`config.mk`:
```
export PLATFORM = sky130hd
export DESIGN_NAME = turtle_contact_gen
export DESIGN_NICKNAME = d
export VERILOG_FILES = /design/src/rtl/turtle_contact_pkg.sv /design/src/rtl/turtle_contact_gen_rect_overlap.sv /design/src/rtl/turtle_contact_gen.sv
export SDC_FILE = /design/constraint.sdc
export NUM_CORES = 1
export LEC_CHECK = 0
export CAP_MARGIN = 20
export CORE_MARGIN = 2
export CORE_UTILIZATION = 51
export CTS_CLUSTER_SIZE = 24
export DETAILED_ROUTE_END_ITERATION = 6
export PLACE_DENSITY = 0.78
export REMOVE_ABC_BUFFERS = 1
export SLEW_MARGIN = 20
export SYNTH_ARGS = -nofsm -noshare
export SYNTH_HDL_FRONTEND = slang
export SYNTH_SLANG_ARGS = --single-unit
```
`constraint.sdc`:
```
create_clock -name clk -period 3.95 [get_ports clk]
set_input_delay 0.79 -clock clk [delete_from_list [all_inputs] [get_ports clk]]
set_output_delay 0.79 -clock clk [all_outputs]
set_load 0.01 [all_outputs]
```
`src/rtl/turtle_contact_pkg.sv`:
```
// Shared types and defaults for the turtle contact generator and its
// box-overlap helper.
package turtle_contact_pkg;

    localparam int COORD_W = 11;
    localparam int SUM_W   = COORD_W + 1;
    localparam int CD_W    = 8;

    localparam int DEFAULT_STOMP_MARGIN    = 4;
    localparam int DEFAULT_COOLDOWN_FRAMES = 8;

    typedef enum logic [1:0] {
        ST_IDLE    = 2'd0,
        ST_CAPTURE = 2'd1,
        ST_DECIDE  = 2'd2
    } state_t;

    typedef enum logic [1:0] {
        CONTACT_NONE  = 2'd0,
        CONTACT_STOMP = 2'd1,
        CONTACT_KICK  = 2'd2,
        CONTACT_HURT  = 2'd3
    } contact_t;

    typedef struct packed {
        logic [COORD_W-1:0] x;
        logic [COORD_W-1:0] y;
        logic [COORD_W-1:0] w;
        logic [COORD_W-1:0] h;
    } box_t;

    // Far edge of a box, one bit wider so that x+w never wraps.
    function automatic logic [SUM_W-1:0] edge_sum(input logic [COORD_W-1:0] a,
                                                  input logic [COORD_W-1:0] b);
        return {1'b0, a} + {1'b0, b};
    endfunction

endpackage

```
`src/rtl/turtle_contact_gen_rect_overlap.sv`:
```
// Strict axis-aligned overlap test between two boxes; boxes that merely touch
// along an edge do not overlap.
module rect_overlap
    import turtle_contact_pkg::*;
(
    input  box_t a,
    input  box_t b,
    output logic overlap
);

    logic left_ok;
    logic right_ok;
    logic top_ok;
    logic bottom_ok;

    assign left_ok   = {1'b0, a.x} < edge_sum(b.x, b.w);
    assign right_ok  = {1'b0, b.x} < edge_sum(a.x, a.w);
    assign top_ok    = {1'b0, a.y} < edge_sum(b.y, b.h);
    assign bottom_ok = {1'b0, b.y} < edge_sum(a.y, a.h);

    assign overlap = left_ok && right_ok && top_ok && bottom_ok;

endmodule

```
`src/rtl/turtle_contact_gen.sv`:
```
// Per-frame player/turtle contact classifier producing the toggle impulses the
// turtle sprite consumes plus one-cycle bounce/hurt pulses for the player.
module turtle_contact_gen
    import turtle_contact_pkg::*;
#(
    parameter int STOMP_MARGIN    = DEFAULT_STOMP_MARGIN,
    parameter int COOLDOWN_FRAMES = DEFAULT_COOLDOWN_FRAMES
) (
    input  logic               clk,
    input  logic               rstn,
    input  logic               frame_tick,
    input  logic               enable,
    input  logic [COORD_W-1:0] px,
    input  logic [COORD_W-1:0] py,
    input  logic [COORD_W-1:0] pw,
    input  logic [COORD_W-1:0] ph,
    input  logic [COORD_W-1:0] ex,
    input  logic [COORD_W-1:0] ey,
    input  logic [COORD_W-1:0] ew,
    input  logic [COORD_W-1:0] eh,
    input  logic               player_falling,
    input  logic               oriental,
    input  logic               shell,
    input  logic               shell_anim,
    input  logic               wall_left,
    input  logic               wall_right,
    output logic               collapsion_impulse,
    output logic               press_impulse,
    output logic               bounce,
    output logic               hurt
);

    state_t state;
    state_t state_next;

    box_t   p_box;
    box_t   e_box;
    logic   enable_q;
    logic   falling_q;
    logic   oriental_q;
    logic   shell_q;
    logic   shell_anim_q;
    logic   wall_left_q;
    logic   wall_right_q;

    logic [CD_W-1:0] cooldown;
    logic [CD_W-1:0] cooldown_dec;
    contact_t        contact_now;
    contact_t        contact_q;
    logic            wall_now;
    logic            wall_q;
    logic            overlap;
    logic            stomp_geom;

    always_ff @(posedge clk or negedge rstn) begin
        if (!rstn) begin
            state <= ST_IDLE;
        end else begin
            state <= state_next;
        end
    end

    always_comb begin
        state_next = state;
        case (state)
            ST_IDLE:    if (frame_tick) state_next = ST_CAPTURE;
            ST_CAPTURE: state_next = ST_DECIDE;
            ST_DECIDE:  state_next = ST_IDLE;
            default:    state_next = ST_IDLE;
        endcase
    end

    // Snapshot every input on the accepted tick so mid-frame changes are ignored.
    always_ff @(posedge clk or negedge rstn) begin
        if (!rstn) begin
            p_box        <= '0;
            e_box        <= '0;
            enable_q     <= 1'b0;
            falling_q    <= 1'b0;
            oriental_q   <= 1'b0;
            shell_q      <= 1'b0;
            shell_anim_q <= 1'b0;
            wall_left_q  <= 1'b0;
            wall_right_q <= 1'b0;
        end else if (state == ST_IDLE && frame_tick) begin
            p_box        <= '{x: px, y: py, w: pw, h: ph};
            e_box        <= '{x: ex, y: ey, w: ew, h: eh};
            enable_q     <= enable;
            falling_q    <= player_falling;
            oriental_q   <= oriental;
            shell_q      <= shell;
            shell_anim_q <= shell_anim;
            wall_left_q  <= wall_left;
            wall_right_q <= wall_right;
        end
    end

    rect_overlap u_rect_overlap (
        .a       (p_box),
        .b       (e_box),
        .overlap (overlap)
    );

    assign cooldown_dec = (cooldown != '0) ? cooldown - CD_W'(1) : '0;
    assign stomp_geom   = edge_sum(p_box.y, p_box.h) <= ({1'b0, e_box.y} + SUM_W'(STOMP_MARGIN));
    assign wall_now     = enable_q && (oriental_q ? wall_left_q : wall_right_q);

    // The cooldown gate looks at the already-decremented count.
    always_comb begin
        contact_now = CONTACT_NONE;
        if (enable_q && overlap && cooldown_dec == '0) begin
            if (falling_q && stomp_geom) begin
                contact_now = CONTACT_STOMP;
            end else if (shell_q && !shell_anim_q) begin
                contact_now = CONTACT_KICK;
            end else begin
                contact_now = CONTACT_HURT;
            end
        end
    end

    always_ff @(posedge clk or negedge rstn) begin
        if (!rstn) begin
            cooldown  <= '0;
            contact_q <= CONTACT_NONE;
            wall_q    <= 1'b0;
        end else if (state == ST_CAPTURE) begin
            cooldown  <= (contact_now != CONTACT_NONE) ? CD_W'(COOLDOWN_FRAMES) : cooldown_dec;
            contact_q <= contact_now;
            wall_q    <= wall_now;
        end
    end

    always_ff @(posedge clk or negedge rstn) begin
        if (!rstn) begin
            bounce             <= 1'b0;
            hurt               <= 1'b0;
            press_impulse      <= 1'b0;
            collapsion_impulse <= 1'b0;
        end else begin
            bounce <= (state == ST_DECIDE) && (contact_q == CONTACT_STOMP);
            hurt   <= (state == ST_DECIDE) && (contact_q == CONTACT_HURT);
            if (state == ST_DECIDE) begin
                if (contact_q == CONTACT_STOMP || contact_q == CONTACT_KICK) begin
                    press_impulse <= ~press_impulse;
                end
                if (wall_q) begin
                    collapsion_impulse <= ~collapsion_impulse;
                end
            end
        end
    end

endmodule

```
==> results.cfg <==
[yosys]
synth_ff_type = dfrtp_1
syn_avg_cell_area_um2 = 11.0
syn_inst = 666
ys_warn_count = 0
synth-simple-area-share = 0.0943
synth_compound_area_frac = 0.122
ys_ff_latch = 112
ys_types = 54
synthXorXnorAreaFrac = 0.0513
yosys-mux-area-fraction = 0.142
yosys.area_share.adder = 0.183
synth_top_family_by_area = adder cells
async_reset_ff_frac = 1.00
ys_seq_area_frac = 0.381
synth_edf_count = 0
netlist_area_um2 = 7350

[floorplan]
dieHeight_um = 124
die_area_um2 = 15400
core_um2 = 14000
rows = 43
die_width_um = 124
initial_utilization = 0.525
num_io_pins = 102

[pwr]
pwr-share-comb = 0.616
power_density_nw_per_um2 = 746
p_int_w = 0.00407
max-vdd-ir-drop_mv = 0.364
clock_power_share = 0.132
p_switching_w = 0.00287
switching_share = 0.413
power.static_leakage_nw = 4.13
p_seq_frac = 0.252

[worst_setup_path]
crit_required_ns = 4.24
critPathArrivalTime_ns = 4.20
critPathMaxFanout = 3
cp-start-kind = flip-flop
critPathKind = reg -> reg
endpoint_kind = flip-flop

[finish]
drive_gt1_frac = 0.240
fillCellCount = 1082
diodes = 0
syn2layout_area_growth_pct = 26.5
fin_nets = 1012
multi_input_comb_area_um2 = 4480
design_area_um2 = 9290
seq_area_um2 = 2800

[sta]
fin_hold_ws_ns = 0.464
fin_ws_ns = 0.0430
period_needed_ns = 3.91
fin_tns_setup_ns = 0
worst_pin_slew_ns = 0.842
slew_viol_final = 0
max_freq_mhz = 256
setup_viol = 0
rsz0062_at_grt = yes
final_hold_viol_count = 0
timing.slew.headroom = 0.438
post-route-period-util = 0.989
finClkSkew_ns = 0.00982

[placed_design]
dpl.hpwl_um = 12900
dpl_cell_area_um2 = 8790
gp_congestion = 0.862
pre_cts_ws_ns = -0.404
io_buffers = 101

[routing]
remaining_drc_errors = 0
vias = 5620
wl_um = 16900
drt_first_pass_iters = 4
ant_nets = 0
drtIter0Drc = 248
viasPerCell = 5.65
wl_per_cell_um = 17.0

[clocking]
cts-buffers-inserted = 9
clk_pin_slew_ns = 0.08
clk_path_buf_depth = 2
cts_root_buf = clkbuf_16
htree_levels = 3
cts_tree = built
clock_sinks = 112
clk_latency_ns = 0.37

[grt]
grt_overflow = 0
grt_pass1_wl_um = 27600
grt_max_degree = 69
grt_antenna_before_repair = 0
grt_usage = 0.232
grt_pass1_vias = 5875

[hold_path]
hp-class = in -> async

[run_status]
status = finished clean

[job]
drv_cap = 0
worst max-delay path: stages, from the launching register on:
cell       delay [ns]
dfrtp_1          0.38
ha_1             0.22
fa_2             0.35
a21o_1           0.19
a21oi_2          0.18
buf_4            0.13
buf_4            0.09
buf_4            0.09
buf_4            0.10
buf_4            0.10
buf_4            0.09
buf_4            0.10
xnor2_1          0.06
ha_1             0.19
a21o_1           0.16
a21oi_1          0.16
o21ai_1          0.13
a2111oi_4        0.32
a211oi_2         0.10
or4b_4           0.55
o21ai_2          0.14
cells by family (layout without fill, tap and decap cells):
| logic type | count (synthesis) | in the layout |
|---|---|---|
| compound gates | 135 | 135 |
| xor+xnor | 43 | 43 |
| fa+ha+maj | 105 | 105 |
| buf+inv | 49 | 197 |
| flops | 112 | 112 |
| mux | 93 | 93 |
| simple gates | 129 | 129 |
final cells by class:
class	count	area share
Multi-Input combinational cell	505	0.482
Sequential cell	112	0.302
Timing Repair Buffer	145	0.145
Clock buffer	12	0.0287
Tap cell	180	0.0242
Inverter	36	0.0145
Clock inverter	4	0.00390
worst paths after layout:
kind,from,end,slack (ns),depth (start not counted)
max reg2reg,e_box[11],contact_q[0],0.04,20
max in group asynchronous,rstn,e_box[7],2.72,2
max,e_box[11],contact_q[0],0.04,20
min reg2reg,collapsion_impulse,collapsion_impulse,0.48,1
min,rstn,p_box[11],0.46,1
min in group clk,collapsion_impulse,collapsion_impulse,0.48,1
state kept, by name, summed over array words and instances, names as in the netlist, 2 cells and up:
signal / cells
contact_q: 2
cooldown: 8
e_box: 44
p_box: 44
state: 2
repair_timing:
item | in CTS | in global routing
cloned | 0 | 0
resized for setup | 19 | 14
pin swaps | 11 | 19
endpoints found under the setup margin | 3 | 3
hold buffers | 0 | 0
buffers inserted | 8 | 3
layer usage:
metal	vias to the layer above	global-route usage	wire length, µm
met5	-	0	0
met4	0	0.0836	329
met3	25	0.0394	724
met2	130	0.419	8610
met1	2754	0.277	7210
li1	2711	-	-
synthesized netlist by cell type (all sizes together) (12+ instances only):
cell type | number | area, µm²
inv | 36 | 135
o21ai | 30 | 154
clkbuf | 12 | 45.0
nand3 | 15 | 75.1
a21o | 12 | 90.1
nor2 | 20 | 75.1
nand2 | 25 | 93.8
nor3 | 15 | 80.1
xor2 | 23 | 201
a21oi | 45 | 225
dfrtp | 112 | 2800
mux2 | 92 | 1040
xnor2 | 20 | 175
ha | 101 | 1260
placed cells by master (no fill, tap or decap), types with 3 or more instances in the layout:
cell / n
nor3_1: 14
o211ai_1: 5
o21ai_1: 4
nand3_1: 15
nand2_1: 25
xnor2_1: 20
o21bai_1: 3
a2111oi_2: 3
xor2_1: 23
mux2_2: 92
and3_1: 7
clkdlybuf4s50_1: 100
o21ai_0: 25
clkbuf_16: 9
a21o_1: 12
clkbuf_8: 3
a211oi_1: 6
inv_1: 36
or2_2: 4
o31ai_1: 5
buf_4: 44
a21oi_2: 5
nor4_2: 3
nor2b_1: 9
nand4_1: 7
nand2b_1: 8
nor2_1: 20
ha_1: 98
o21a_1: 4
dfrtp_1: 112
fa_2: 3
a21oi_1: 40
nor3b_2: 3
ha_2: 3
o21bai_2: 3
power by group through the flow:
stage	clock network [W]	registers, W	logic, W
detailed placement	0	0.00176	0.00395
floorplan	0	0.00168	0.00286
global placement	0	0.00175	0.00383
global route	0.000978	0.00179	0.00478
finish	0.000916	0.00175	0.00427
CTS	0.000935	0.00174	0.00416
through the flow:
step | total power (W) | util | cells
finish | 0.00693 | 0.664 | 994
floorplan | 0.00453 | - | 653
global placement | 0.00558 | 0.628 | 967
detailed placement | 0.00571 | 0.628 | 967
global route | 0.00755 | 0.664 | 994
CTS | 0.00684 | 0.659 | 991
Note: power is estimated with default switching activity, not from simulation.
